[config.mk]
export PLATFORM = sky130hd
export DESIGN_NAME = control_pipe
export DESIGN_NICKNAME = d
export VERILOG_FILES = /design/src/rtl/control_pipe.sv
export SDC_FILE = /design/constraint.sdc
export NUM_CORES = 1
export LEC_CHECK = 0
export BUFFER_PORTS_ARGS = -buffer_cell sky130_fd_sc_hd__clkbuf_2
export CAP_MARGIN = 20
export CORE_UTILIZATION = 40
export DETAILED_ROUTE_END_ITERATION = 12
export PLACE_DENSITY = 0.74
export RECOVER_POWER = 100
export SYNTH_ARGS = -nofsm -noshare
export SYNTH_HDL_FRONTEND = slang
export SYNTH_SLANG_ARGS = --single-unit
[constraint.sdc]
create_clock -name clk -period 1.95 [get_ports clk]
set_clock_uncertainty 0.1 [all_clocks]
set_input_delay 0.195 -clock clk [delete_from_list [all_inputs] [get_ports clk]]
set_output_delay 0.195 -clock clk [all_outputs]
set_load 0.01 [all_outputs]
[src/rtl/control_pipe.sv]
// Pipelined MIPS main controller: decodes op/funct in Decode and shifts the control word through E, M and W.
// Optional CTRL_PERF_EN adds retired-instruction and flush-bubble counters.
module control_pipe (
    input  logic       clk,
    input  logic       reset,
    input  logic [5:0] op,
    input  logic [5:0] funct,
    input  logic       equalD,
    input  logic       flushE,
    output logic       pcsrcD,
    output logic       branchD,
    output logic       illegalD,
    output logic       regdstE,
    output logic       alusrcE,
    output logic [2:0] alucontrolE,
    output logic       regwriteE,
    output logic       memtoregE,
    output logic       memwriteM,
    output logic       regwriteM,
    output logic       memtoregM,
    output logic       regwriteW,
    output logic       memtoregW
`ifdef CTRL_PERF_EN
    ,
    output logic [31:0] retired,
    output logic [31:0] bubbles
`endif
);

    logic       regwriteD;
    logic       regdstD;
    logic       alusrcD;
    logic       memwriteD;
    logic       memtoregD;
    logic [2:0] alucontrolD;
    logic       memwriteE;

    // Unsupported encodings decode to an all-zero bubble word.
    always_comb begin
        regwriteD   = 1'b0;
        regdstD     = 1'b0;
        alusrcD     = 1'b0;
        branchD     = 1'b0;
        memwriteD   = 1'b0;
        memtoregD   = 1'b0;
        alucontrolD = 3'b000;
        illegalD    = 1'b0;
        case (op)
            6'b000000: begin
                if (funct != 6'b000000) begin
                    regwriteD = 1'b1;
                    regdstD   = 1'b1;
                    case (funct)
                        6'b100000: alucontrolD = 3'b010;
                        6'b100010: alucontrolD = 3'b110;
                        6'b100100: alucontrolD = 3'b000;
                        6'b100101: alucontrolD = 3'b001;
                        6'b101010: alucontrolD = 3'b111;
                        default: begin
                            regwriteD = 1'b0;
                            regdstD   = 1'b0;
                            illegalD  = 1'b1;
                        end
                    endcase
                end
            end
            6'b100011: begin
                regwriteD   = 1'b1;
                alusrcD     = 1'b1;
                memtoregD   = 1'b1;
                alucontrolD = 3'b010;
            end
            6'b101011: begin
                alusrcD     = 1'b1;
                memwriteD   = 1'b1;
                alucontrolD = 3'b010;
            end
            6'b000100: begin
                branchD     = 1'b1;
                alucontrolD = 3'b110;
            end
            6'b001000: begin
                regwriteD   = 1'b1;
                alusrcD     = 1'b1;
                alucontrolD = 3'b010;
            end
            default: illegalD = 1'b1;
        endcase
    end

    assign pcsrcD = branchD & equalD;

    always_ff @(posedge clk) begin
        if (reset || flushE) begin
            regwriteE   <= 1'b0;
            regdstE     <= 1'b0;
            alusrcE     <= 1'b0;
            memwriteE   <= 1'b0;
            memtoregE   <= 1'b0;
            alucontrolE <= 3'b000;
        end else begin
            regwriteE   <= regwriteD;
            regdstE     <= regdstD;
            alusrcE     <= alusrcD;
            memwriteE   <= memwriteD;
            memtoregE   <= memtoregD;
            alucontrolE <= alucontrolD;
        end
    end

    always_ff @(posedge clk) begin
        if (reset) begin
            regwriteM <= 1'b0;
            memwriteM <= 1'b0;
            memtoregM <= 1'b0;
            regwriteW <= 1'b0;
            memtoregW <= 1'b0;
        end else begin
            regwriteM <= regwriteE;
            memwriteM <= memwriteE;
            memtoregM <= memtoregE;
            regwriteW <= regwriteM;
            memtoregW <= memtoregM;
        end
    end

`ifdef CTRL_PERF_EN
    logic validD;
    logic validE;
    logic validM;
    logic validW;

    // Every legal non-NOP instruction sets at least one of these three bits.
    assign validD = regwriteD | memwriteD | branchD;

    always_ff @(posedge clk) begin
        if (reset) begin
            validE  <= 1'b0;
            validM  <= 1'b0;
            validW  <= 1'b0;
            retired <= 32'd0;
            bubbles <= 32'd0;
        end else begin
            validE  <= flushE ? 1'b0 : validD;
            validM  <= validE;
            validW  <= validM;
            if (validW)
                retired <= retired + 32'd1;
            if (flushE)
                bubbles <= bubbles + 32'd1;
        end
    end
`endif

endmodule

==> reports/metrics.cfg, run 1 <==
[status]
status = complete, no violations

[worst_setup_path]
worstSetupPathType = primary input to output pin
cp_max_fo = 4
setup.worst_path.end_class = output pin
r2r_end = memtoregM
start_kind = primary input
critPathCapture = pcsrcD
ff2ff_path_depth = 1
max_stage_delay_ns = 0.55
rrSetupSlack_ns = 1.30
worst-path-buf-inv = 2
cp_top_family = simple AND/OR/NAND/NOR gates
slowest_stage = or4_4
critPathArrivalTime_ns = 1.48
startpoint = op[0]
required_ns = 1.65
crit_cells = 5
rr_startpoint = memtoregE
crit_chain = clkbuf_1 > or4_4 > nor3b_1 > and2_0 > clkbuf_2

[floorplanning]
design.core.area_sq_um = 1190
rows = 12
dieArea_sq_um = 1510
die_x_microns = 38.8
fp.dieH_microns = 38.8
ios = 31
initial_utilization_pct = 45.7

[routing]
num_vias = 517
wirelength_microns = 1060
drc = 0
drtIter0Drc = 6
antenna_left = 0
drt_first_pass_iters = 2
routedWlPerCell_microns = 10.1
vias_per_cell = 4.92

[pwr]
pwr-share-seq_pct = 56.3
p_leak_nw = 0.259
p_int_w = 0.000366
power_density_nw_per_um2 = 675
netSwitchingPower_w = 0.000107
ir_drop_v = 0.000355
power_w = 0.000474
clkPwrFrac_pct = 33.3
power_frac_comb_pct = 10.5
switching_share_pct = 22.6

[synth]
synth-seq-area-share_pct = 48.0
synth_top_cells_by_area = dfxtp_1, nor2b_1, a21oi_1, nor2_1, nor4_1
yosys_warnings = 0
synth.avg_cell_area_sq_um = 9.34
synthesis.area_sq_um = 542
synth_top_area_share_pct = 48.0
yosysUniqueCellTypes = 26
synthesis.nets = 74
synth-seq-cells = 13
yosysTopAreaCell = dfxtp_1
syn_inst = 58

[clock_tree]
cts_tree = yes
cts_hold_buffers = 0
postCtsSetupBuffers = 0
clk_pin_slew_ns = 0.07
insertion_delay_ns = 0.26
cts_buffers = 3
htreeDepth = 1
cts_sinks = 13
clock_path_buffers = 2
cts_root_buffer = clkbuf_4
cts-resized-gates = 0

[global_routing]
antenna_found_initial = 0
grt_max_degree = 8
grt_use_total_pct = 16.9
grt_pass1_wl_microns = 1710
grt_pass1_vias = 447
grt_overflow_total = 0

[sta]
worst_pin_slew_ns = 0.461
rsz0062_at_grt = false
final-hold-violation-count = 0
whs_ns = 0.0910
fin_setup_tns_ns = 0
slew_violations = 0
max_freq_ghz = 0.565
setup-violations-final = 0
post-route-min-period_ns = 1.77
relSlewSlack_pct = 69.1
min_period_over_period_pct = 90.8

[worst_hold_path]
hold_path_class = primary input to flop

[layout]
regMostFlops = alucontrolE
nFillCells = 122
drive_gt1_share_pct = 22.0
largest_reg_flops = 3
n_antenna_cell = 0
area_growth_pct = 29.6
regArea_sq_um = 260
multi_input_area_sq_um = 264
nNetsFinal = 108
fin_area_sq_um = 702
fin_util_pct = 59.2

[placement]
dpl.hpwl_microns = 825
place.gp.congestion = 0.810
io_buffers = 30
dpl_cell_area_sq_um = 706

[flow_run]
cap_violations = 0

-- placed cells by master, fill, tap and decap left out --
cell type  count
clkbuf_1      17
clkbuf_2      14
dfxtp_1       13
nor2b_1        7
nor2_1         5
a21oi_1        4
nor4_1         3
nor3_1         3
clkbuf_4       3
nor3b_1        2
nand2_1        2
nand2b_1       2
a31oi_1        2
or4_4          1
or2_0          1
nor2_2         1
inv_1          1
o221ai_1       1
a21boi_0       1
xor2_1         1
nand3_1        1
o31a_1         1
and2_0         1
or2_2          1
a211oi_1       1
o2111ai_1      1
a41oi_1        1
-- layout make-up --
type,instances,share of cell area (%)
Sequential cell,13,37.1
Multi-Input combinational cell,43,37.6
Clock buffer,4,3.74
Tap cell,14,2.50
Inverter,1,0.535
Timing Repair Buffer,30,18.5
-- routing by layer --
| layer | vias up | share of wire, % | routed length [microns] | track usage, % |
|---|---|---|---|---|
| li1 | 275 | - | - | - |
| met4 | 0 | 0 | 0 | 10.3 |
| met2 | 15 | 51 | 535 | 27.9 |
| met3 | 0 | 3.4 | 36 | 3.47 |
| met1 | 227 | 46 | 487 | 19.8 |
| met5 | - | 0 | 0 | 0 |
-- how the worst min path moves through the flow --
stage	startpoint	to	slack, ns	cells past startpoint
CTS	reset	regwriteM	0.05	2
floorplan	reset	memtoregM	0.17	1
finish	op[3]	memtoregE	0.09	2
global placement	memwriteE	memwriteM	0.32	1
detailed placement	reset	regwriteM	0.34	2
global route	op[3]	memtoregE	0.09	2
-- power by group through the flow --
stage                     registers (W)  clock network, W  logic [W]
final                          0.000267          0.000157  0.0000496
after global placement         0.000273                 0  0.0000506
after CTS                      0.000266          0.000166  0.0000518
after global routing           0.000267          0.000180  0.0000560
after floorplan                0.000273                 0  0.0000221
after detailed placement       0.000273                 0  0.0000516
-- metrics by stage --
step                std cells  setup WS, ns
global route              105        0.0650
CTS                       105         0.173
finish                    105         0.179
global placement          101         0.214
floorplan                  58         0.246
detailed placement        101         0.179
-- cell usage after synthesis --
master and number:
a211oi_2 1, a21boi_1 1, a21oi_1 4, a31oi_1 2, a41oi_1 1, and2_1 1
clkbuf_1 1, dfxtp_1 13, inv_1 1, nand2_1 2, nand2b_1 2, nand3_1 1
nor2_1 5, nor2_2 1, nor2b_1 7, nor3_1 3, nor3b_1 1, nor3b_2 1
nor4_1 3, o2111ai_1 1, o221ai_1 1, o31a_1 1, or2_1 1, or2_2 1
or4_4 1, xor2_1 1
-- logic make-up (layout without fill, tap and decap cells) --
| family | Yosys count | in the layout | share of synthesized area (%) |
|---|---|---|---|
| buffers and inverters | 2 | 35 | 1.38 |
| AND/OR/NAND/NOR | 30 | 30 | 32.8 |
| XOR/XNOR | 1 | 1 | 1.62 |
| flip-flops | 13 | 13 | 48.0 |
| AO/OA/AOI/OAI | 12 | 12 | 16.2 |
No activity file was read; power rests on OpenSTA's default activity.
==> inputs of run 2 (changes only) <==
- BUFFER_PORTS_ARGS: -buffer_cell sky130_fd_sc_hd__clkbuf_2 -> unset
- DONT_BUFFER_PORTS: unset -> 1
- PLACE_DENSITY: 0.74 -> 0.54
==> run 2 against run 1 <==
Sequential power about the same. First-iteration DRC count unchanged. Core utilization decreased by 9.3 points. Total power decreased by 4.9%. Combinational power decreased by 42%. Routed wire length decreased by 4.9%. Worst setup slack improved by 0.21 ns. Cell area decreased by 16%. Final cell count decreased by 26%. Critical endpoint unchanged.
==> reports/metrics.cfg, run 2 (synthesis results as in run 1) <==
[worst_hold_path]
hold_path_class = primary input to flop

[sta]
setup-violations-final = 0
rsz0062_at_grt = false
min_period_over_period_pct = 80.2
relSlewSlack_pct = 70.0
post-route-min-period_ns = 1.56
fin_setup_tns_ns = 0
final-hold-violation-count = 0
max_freq_ghz = 0.639
worst_pin_slew_ns = 0.447
slew_violations = 0

[worst_setup_path]
ff2ff_path_depth = 1
critPathArrivalTime_ns = 1.27
startpoint = op[0]
setup.worst_path.end_class = output pin
cp_max_fo = 4
required_ns = 1.65
r2r_end = regwriteM
rrSetupSlack_ns = 1.27
critPathCapture = pcsrcD
rr_startpoint = regwriteE
worstSetupPathType = primary input to output pin
start_kind = primary input

[routing]
routedWlPerCell_microns = 12.9
num_vias = 439
drc = 0
drtIter0Drc = 6
vias_per_cell = 5.63
antenna_left = 0
drt_first_pass_iters = 3
wirelength_microns = 1010

[clock_tree]
cts_buffers = 3
clock_path_buffers = 2
cts_root_buffer = clkbuf_4
clk_pin_slew_ns = 0.07
postCtsSetupBuffers = 0
cts_sinks = 13
insertion_delay_ns = 0.26
htreeDepth = 1
cts_tree = yes

[pwr]
power_density_nw_per_um2 = 761
ir_drop_v = 0.000431
p_leak_nw = 0.191

[global_routing]
grt.busiest_layer = met2
use_met2_pct = 23.3
gr-usage-met3_pct = 9.83
grt_pass1_vias = 382
grt_overflow_total = 0
antenna_found_initial = 0
grt_pass1_wl_microns = 1420
grt_max_degree = 8
grt_use_total_pct = 14.4
use_met1_pct = 15.5

[layout]
regMostFlops = alucontrolE
final_cell_mix = dfxtp_1, nor2b_1, nor2_1
area_growth_pct = 9.24
final_common_cell = dfxtp_1
drive_gt1_share_pct = 7.81
n_antenna_cell = 0
fin_area_sq_um = 592
nNetsFinal = 81
nFillCells = 130
largest_reg_flops = 3

[flow_run]
cap_violations = 0

[floorplanning]
rows = 12
fp.dieH_microns = 38.8
design.core.area_sq_um = 1190
initial_utilization_pct = 45.7
die_x_microns = 38.8
ios = 31
dieArea_sq_um = 1510

[placement]
dpl_cell_area_sq_um = 563
dpl.hpwl_microns = 789
place.gp.congestion = 0.694
io_buffers = 0

[status]
status = complete, no violations

## run 2: cell count changes in the layout (fill, tap and decap cells not counted), sizes merged
cell         previous run  this run
clkbuf                 34         5
dlygate4sd3             0         2
## run 2: repair_timing
| action | CTS | global route |
|---|---|---|
| resized for setup | 0 | 0 |
| hold buffers | 2 | 0 |
| hold endpoints to repair | 8 | 0 |
## run 2: how the worst min path moves through the flow
| stage | slack [ns] | to | cells after the start | start |
|---|---|---|---|---|
| 5_1_grt | 0.03 | memtoregE | 2 | op[0] |
| 3_3_place_gp | 0.17 | memtoregM | 1 | reset |
| 4_1_cts | 0.01 | alucontrolE[2] | 2 | funct[1] |
| 3_5_place_dp | 0.17 | memtoregW | 1 | reset |
| 6_report | 0.03 | alucontrolE[2] | 2 | funct[1] |
| 2_1_floorplan | 0.17 | memtoregM | 1 | reset |
## run 2: area by class of cell
class	count	area [sq um]	share of cell area, %
Clock buffer	4	26.3	4.44
Inverter	1	3.75	0.634
Multi-Input combinational cell	43	260	44.0
Sequential cell	13	260	44.0
Tap cell	14	17.5	2.96
Timing Repair Buffer	3	23.8	4.02
## run 2: power breakdown
| group | leakage, nW | switching, W | internal (W) |
|---|---|---|---|
| clock | 0.0150 | 0.0000752 | 0.0000790 |
| combinational | 0.0711 | 0.0000156 | 0.0000133 |
| sequential | 0.105 | 0.000000872 | 0.000266 |
| total | 0.191 | 0.0000916 | 0.000359 |
## run 2: worst max-delay path, stage by stage
cell	delay (ns)
or4_1	0.56
nor3b_1	0.28
and2_0	0.24
## run 2: layer usage
metal | wire length [microns] | vias up
li1 | - | 223
met1 | 405 | 200
met2 | 519 | 16
met3 | 82 | 0
met4 | 0 | 0
met5 | 0 | -
## run 2: through the flow
step	utilization (%)	std cells	power, W	worst slack (ns)	hold WS [ns]
2_1_floorplan	-	58	0.000295	0.246	0.167
3_3_place_gp	47.5	72	0.000298	0.449	0.168
3_5_place_dp	47.5	72	0.000299	0.385	0.169
4_1_cts	51.4	78	0.000455	0.443	0.0111
5_1_grt	49.9	78	0.000473	0.338	0.0334
6_report	49.9	78	0.000450	0.385	0.0266
